==> src/rtl/cmd_dispatch_pkg.sv <==
// Shared definitions for the UART command dispatcher: target codes, prefix bytes,
// FSM states and payload-length / prefix-decode helpers.
package cmd_dispatch_pkg;

  typedef enum logic [1:0] {
    TGT_COLOUR   = 2'd0,
    TGT_TIMEBASE = 2'd1,
    TGT_GAIN     = 2'd2,
    TGT_NONE     = 2'd3
  } tgt_e;

  typedef enum logic {
    ST_IDLE  = 1'b0,
    ST_ROUTE = 1'b1
  } state_e;

  localparam logic [7:0] ASCII_C_UP = 8'h43;
  localparam logic [7:0] ASCII_C_LO = 8'h63;
  localparam logic [7:0] ASCII_T_UP = 8'h54;
  localparam logic [7:0] ASCII_T_LO = 8'h74;
  localparam logic [7:0] ASCII_G_UP = 8'h47;
  localparam logic [7:0] ASCII_G_LO = 8'h67;
  localparam logic [7:0] ASCII_ESC  = 8'h1B;

  function automatic tgt_e decode_prefix(input logic [7:0] b);
    tgt_e t;
    case (b)
      ASCII_C_UP, ASCII_C_LO: t = TGT_COLOUR;
      ASCII_T_UP, ASCII_T_LO: t = TGT_TIMEBASE;
      ASCII_G_UP, ASCII_G_LO: t = TGT_GAIN;
      default:                t = TGT_NONE;
    endcase
    return t;
  endfunction

  function automatic logic [3:0] len_of(input tgt_e tgt, input int unsigned colour_len,
                                        input int unsigned timebase_len, input int unsigned gain_len);
    logic [3:0] len;
    case (tgt)
      TGT_COLOUR:   len = 4'(colour_len);
      TGT_TIMEBASE: len = 4'(timebase_len);
      TGT_GAIN:     len = 4'(gain_len);
      default:      len = '0;
    endcase
    return len;
  endfunction

  // TGT_NONE shifts the single bit out of range, giving an all-zero strobe.
  function automatic logic [2:0] tgt_onehot(input tgt_e tgt);
    return 3'(3'b001 << tgt);
  endfunction

endpackage

==> src/rtl/cmd_timeout_timer.sv <==
// Loadable inactivity down-counter; expired is high once the count has reached zero.
module cmd_timeout_timer
  import cmd_dispatch_pkg::*;
#(
  parameter int unsigned TIMEOUT_CYCLES = 25_000_000
) (
  input  logic clk,
  input  logic reset,
  input  logic load,
  input  logic tick,
  output logic expired
);

  localparam int unsigned W = $clog2(TIMEOUT_CYCLES + 1);

  logic [W-1:0] count_q, count_d;

  always_comb begin
    count_d = count_q;
    if (load) begin
      count_d = W'(TIMEOUT_CYCLES);
    end else if (tick && (count_q != '0)) begin
      count_d = count_q - W'(1);
    end
  end

  always_ff @(posedge clk) begin
    if (reset) begin
      count_q <= '0;
    end else begin
      count_q <= count_d;
    end
  end

  assign expired = (count_q == '0);

endmodule

==> src/rtl/uart_cmd_dispatcher.sv <==
// Routes prefixed UART commands to colour/timebase/gain blocks with ESC/timeout abort.
// Optional byte echo towards the UART transmitter is built when CMD_DISPATCH_ECHO_EN is defined.
module uart_cmd_dispatcher
  import cmd_dispatch_pkg::*;
#(
  parameter int unsigned TIMEOUT_CYCLES = 25_000_000,
  parameter int unsigned COLOUR_LEN     = 3,
  parameter int unsigned TIMEBASE_LEN   = 2,
  parameter int unsigned GAIN_LEN       = 1
) (
  input  logic       clk,
  input  logic       reset,
  input  logic [7:0] uart_data,
  input  logic       uart_data_valid,
  output logic [7:0] tgt_data,
  output logic [2:0] tgt_valid,
  output logic [2:0] tgt_abort,
  output logic [1:0] active_target,
  output logic       busy,
  output logic       err_unknown
`ifdef CMD_DISPATCH_ECHO_EN
  ,
  output logic [7:0] tx_data,
  output logic       tx_valid,
  input  logic       tx_ready,
  output logic       echo_overrun
`endif
);

  state_e     state_q, state_d;
  tgt_e       tgt_q, tgt_d, pfx;
  logic [3:0] remain_q, remain_d;
  logic [7:0] data_q, data_d;
  logic [2:0] valid_q, valid_d;
  logic [2:0] abort_q, abort_d;
  logic       err_q, err_d;
  logic       tmr_load, tmr_tick, tmr_expired;

  cmd_timeout_timer #(
    .TIMEOUT_CYCLES(TIMEOUT_CYCLES)
  ) u_timer (
    .clk    (clk),
    .reset  (reset),
    .load   (tmr_load),
    .tick   (tmr_tick),
    .expired(tmr_expired)
  );

  always_comb begin
    state_d  = state_q;
    tgt_d    = tgt_q;
    remain_d = remain_q;
    data_d   = data_q;
    valid_d  = '0;
    abort_d  = '0;
    err_d    = err_q;
    tmr_load = 1'b0;
    tmr_tick = 1'b0;
    pfx      = decode_prefix(uart_data);
    unique case (state_q)
      ST_IDLE: begin
        if (uart_data_valid) begin
          if (pfx != TGT_NONE) begin
            tgt_d    = pfx;
            remain_d = len_of(pfx, COLOUR_LEN, TIMEBASE_LEN, GAIN_LEN);
            tmr_load = 1'b1;
            state_d  = ST_ROUTE;
          end else begin
            err_d = 1'b1;
          end
        end
      end
      ST_ROUTE: begin
        // An arriving byte takes precedence over a simultaneous timer expiry.
        if (uart_data_valid) begin
          if (uart_data == ASCII_ESC) begin
            abort_d = tgt_onehot(tgt_q);
            tgt_d   = TGT_NONE;
            state_d = ST_IDLE;
          end else begin
            data_d   = uart_data;
            valid_d  = tgt_onehot(tgt_q);
            remain_d = remain_q - 4'd1;
            tmr_load = 1'b1;
            if (remain_q == 4'd1) begin
              tgt_d   = TGT_NONE;
              state_d = ST_IDLE;
            end
          end
        end else if (tmr_expired) begin
          abort_d = tgt_onehot(tgt_q);
          tgt_d   = TGT_NONE;
          state_d = ST_IDLE;
        end else begin
          tmr_tick = 1'b1;
        end
      end
    endcase
  end

  always_ff @(posedge clk) begin
    if (reset) begin
      state_q  <= ST_IDLE;
      tgt_q    <= TGT_NONE;
      remain_q <= '0;
      data_q   <= '0;
      valid_q  <= '0;
      abort_q  <= '0;
      err_q    <= 1'b0;
    end else begin
      state_q  <= state_d;
      tgt_q    <= tgt_d;
      remain_q <= remain_d;
      data_q   <= data_d;
      valid_q  <= valid_d;
      abort_q  <= abort_d;
      err_q    <= err_d;
    end
  end

  assign tgt_data      = data_q;
  assign tgt_valid     = valid_q;
  assign tgt_abort     = abort_q;
  assign active_target = tgt_q;
  assign busy          = (state_q == ST_ROUTE);
  assign err_unknown   = err_q;

`ifdef CMD_DISPATCH_ECHO_EN
  logic [7:0] txd_q, txd_d;
  logic       txv_q, txv_d;
  logic       ovr_q, ovr_d;

  // A new byte may reload the echo slot in the same cycle the old one is taken.
  always_comb begin
    txd_d = txd_q;
    txv_d = txv_q;
    ovr_d = ovr_q;
    if (uart_data_valid) begin
      if (txv_q && !tx_ready) begin
        ovr_d = 1'b1;
      end else begin
        txd_d = uart_data;
        txv_d = 1'b1;
      end
    end else if (txv_q && tx_ready) begin
      txv_d = 1'b0;
    end
  end

  always_ff @(posedge clk) begin
    if (reset) begin
      txd_q <= '0;
      txv_q <= 1'b0;
      ovr_q <= 1'b0;
    end else begin
      txd_q <= txd_d;
      txv_q <= txv_d;
      ovr_q <= ovr_d;
    end
  end

  assign tx_data      = txd_q;
  assign tx_valid     = txv_q;
  assign echo_overrun = ovr_q;
`endif

endmodule
==> config.mk <==
export PLATFORM = sky130hd
export DESIGN_NAME = uart_cmd_dispatcher
export DESIGN_NICKNAME = d
export VERILOG_FILES = /design/src/rtl/cmd_dispatch_pkg.sv /design/src/rtl/cmd_timeout_timer.sv /design/src/rtl/uart_cmd_dispatcher.sv
export SDC_FILE = /design/constraint.sdc
export NUM_CORES = 1
export LEC_CHECK = 0
export BUFFER_PORTS_ARGS = -buffer_cell sky130_fd_sc_hd__buf_2
export CAP_MARGIN = 30
export CORE_MARGIN = 1.5
export CORE_UTILIZATION = 45
export CTS_CLUSTER_DIAMETER = 80
export DETAILED_ROUTE_END_ITERATION = 12
export GPL_TIMING_DRIVEN = 1
export PLACE_DENSITY_LB_ADDON = 0.3
export SLEW_MARGIN = 15
export SYNTH_ARGS = -nofsm -noshare
export SYNTH_HDL_FRONTEND = slang
export SYNTH_SLANG_ARGS = --single-unit
==> constraint.sdc <==
create_clock -name clk -period 4.75 [get_ports clk]
set_input_delay 0.95 -clock clk [delete_from_list [all_inputs] [get_ports clk]]
set_output_delay 0.95 -clock clk [all_outputs]
set_load 0.02 [all_outputs]
==> results.md <==
* Outcome: completed
* Max_cap viols at 0
* Async S/R FF share, synth at 0%
* CP max FO at 11
* Synth area leader: dfxtp_1
* All-Layer GR Usage at 18.0%
* CTS Buffer Depth at 2
* Setup violators final at 0
* Clock latency on the worst-skew pair at 0.30 ns
* CTS Buf Count at 5
* Site row count at 25
* Final period util at 52.9%
* First-pass GRT wire length at 7.72 mm
* Final wirelength at 4.54 mm
* Synth Cell Area at 2270 um2
* Post-CTS setup buffers at 0
* Gpl congestion at 0.815
* Worst Slack Setup Final at 2.24 ns
* Initial Util at 47.5%
* # diodes at 0
* Clk sinks at 47
* DRC viols at 0
* DIE WIDTH at 74.1 um
* Final core utilization at 53.3%
* Worst setup path end: u_timer.count_q[3]
* DR WL/cell at 13.4 um
* Area grow syn2layout at 12.2%
* RSZ-0062 raised after global routing: no
* Synth top area share at 41.4%
* Critical-path cell list: inv_1 > ha_1 > or4b_1 > nor3_2 > buf_6 > a311o_1 > or4b_1 > a21oi_1
* CP Class: flop to flop
* Core area at 4790 um2
* Synthesis Warnings at 0
* Synth area leaders: dfxtp_1, nor2_1, xnor2_1
* Num ports at 29
* Relative slew slack at 43.5%
* Fin area at 2550 um2
* Cts hold-fix bufs at 0
* LEAKAGE at 0.990 nW
* Pins Over Slew Limit at 0
* Syn Area/Cell at 9.20 um2
* Buffers added on ports at 28
* Measured slew at the worst slew-check pin at 0.840 ns
* Root buf cell: clkbuf_8
* FMAX at 398 MHz
* DR vias/cell at 5.62
* Worst setup EP type: flop
* Hpwl dp at 3.27 mm
* Post-synth cell types at 53
* GRT overflow at 0
* Height of the die at 74.1 um
* Class of the worst hold path: flop to flop
* Post-DP Area at 2460 um2
* Antenna Nets Post-Route at 0
* P per Cell Area at 272 nW/um2
* Worst Path Arrival at 2.69 ns
* H-tree lvl count at 2
* CTS clock-pin slew for the worst setup and hold paths at 0.08 ns
* Via Count at 1912
* Worst Setup SP: u_timer.count_q[0]
* Crit path largest cell delay at 0.60 ns
* Layout cells sized above 1 at 18.3%
* Top_reg_cell synth: dfxtp_1
* Vias in the first global route at 1698
* Launching point of the worst reg2reg path: u_timer.count_q[0]
* Largest net degree at the start of global routing at 33
* Yosys reg bits at 47
* CTS tree: yes
* R2R Path End: u_timer.count_q[3]
* DR iter-0 viols at 115
* TritonRoute pass-1 iters at 4
* Synth Instances at 247
* # nets final at 288
* Post-synth EDFFs at 0
* Syn_nets at 262
* Final Hold Vio Count at 0
* CP max-delay cell: nor3_2
* Power, Total at 0.695 mW
* Most common cell on crit path: or4b_1
* DP Worst Slack at 1.71 ns
* Setup TNS Final at 0 ns
* Die area at 5490 um2
* Critical Path RT at 4.93 ns
* Initial antenna violation count at 0
* Post-synthesis sequential area ratio at 41.4%
* Worst vdd ir at 0.235 mV
* Reg2reg path depth at 8
* Fill count at 437
* Post-CTS sizing at 0
* Minimum clock period at 2.51 ns
* Worst reg-to-reg setup slack at 2.24 ns
* Clock skew at 0.0112 ns
* Startpoint Class: flop
critical path: cells and delay by family (launching register included):
kind / cells / cell delay, ns
and+or+nand+nor: 3 / 1.21
AOI/OAI and AO/OA: 2 / 0.36
buffers and inverters: 2 / 0.33
adders and majority gates: 1 / 0.15
DFF: 1 / 0.35
per-stage QoR:
stage               hold WS (ns)  std cells
global route               0.498        340
global placement           0.461        331
CTS                        0.489        339
detailed placement         0.475        332
floorplan                  0.444        247
finish                     0.490        340
synth_stat cells, drive strengths merged (4+ instances only):
master,instances
a21oi,19
nor4,6
inv,6
nand2,9
xnor2,14
buf,5
o21ai,10
a211oi,7
mux2i,9
nor2,34
clkbuf,6
ha,4
nor3,9
dfxtp,47
or3,7
flip-flops by register name, summed over array words and instances (netlist names):
register and flops:
tgt_valid 3, tgt_data 8, u_timer.count_q 25, active_target 2
busy 1, tgt_abort 3, remain_q 4, err_unknown 1
power breakdown:
group	switching (mW)	internal [mW]	total, mW
sequential	0.00303	0.397	0.400
combinational	0.0347	0.0189	0.0536
clock	0.127	0.114	0.241
cell families after synthesis:
group,Yosys count,share of synthesized area (%)
AOI/OAI and AO/OA,56,17.0
buffers and inverters,17,3.52
muxes,9,3.96
adders and majority gates,4,2.20
DFF,47,41.4
xor gates and xnor gates,17,6.55
and+or+nand+nor,97,25.4
per-layer routing:
layer	part of all wire, %	wire (um)	vias up	track usage, %
met3	3.6	164	7	3.25
met1	50	2280	906	24.9
met2	45	2030	38	28.2
met5	0	0	-	0
li1	-	-	961	-
met4	1.5	68	0	6.17
cells in the final DEF (no fill, tap or decap), types with 6 or more instances in the layout:
master	count
nor2_1	34
nor3_1	7
or3_1	7
a211oi_1	7
clkbuf_8	6
buf_2	28
nand2_1	9
inv_1	6
xnor2_1	14
mux2i_1	9
a21oi_1	19
dfxtp_1	47
o21ai_0	9
worst min-delay path by stage:
| stage | depth (start not counted) | slack [ns] | startpoint | end |
|---|---|---|---|---|
| 5_1_grt | 2 | 0.50 | u_timer.count_q[7] | u_timer.count_q[7] |
| 6_report | 2 | 0.49 | u_timer.count_q[7] | u_timer.count_q[7] |
| 4_1_cts | 2 | 0.49 | u_timer.count_q[7] | u_timer.count_q[7] |
| 3_3_place_gp | 2 | 0.46 | err_unknown | err_unknown |
| 3_5_place_dp | 2 | 0.47 | u_timer.count_q[7] | u_timer.count_q[7] |
| 2_1_floorplan | 2 | 0.44 | u_timer.count_q[7] | u_timer.count_q[7] |
cell type report:
cell class                 instances  area, um2  share of cell area [%]
sequential                        47        941                    36.9
inverter                           6       22.5                   0.883
timing repair buffer              30        159                    6.23
multi-input combinational        183       1260                    49.3
clock inverter                     1       5.00                   0.196
clock buffer                       6       82.6                    3.24
tap                               67       83.8                    3.29
(Power assumes the default switching activity.)
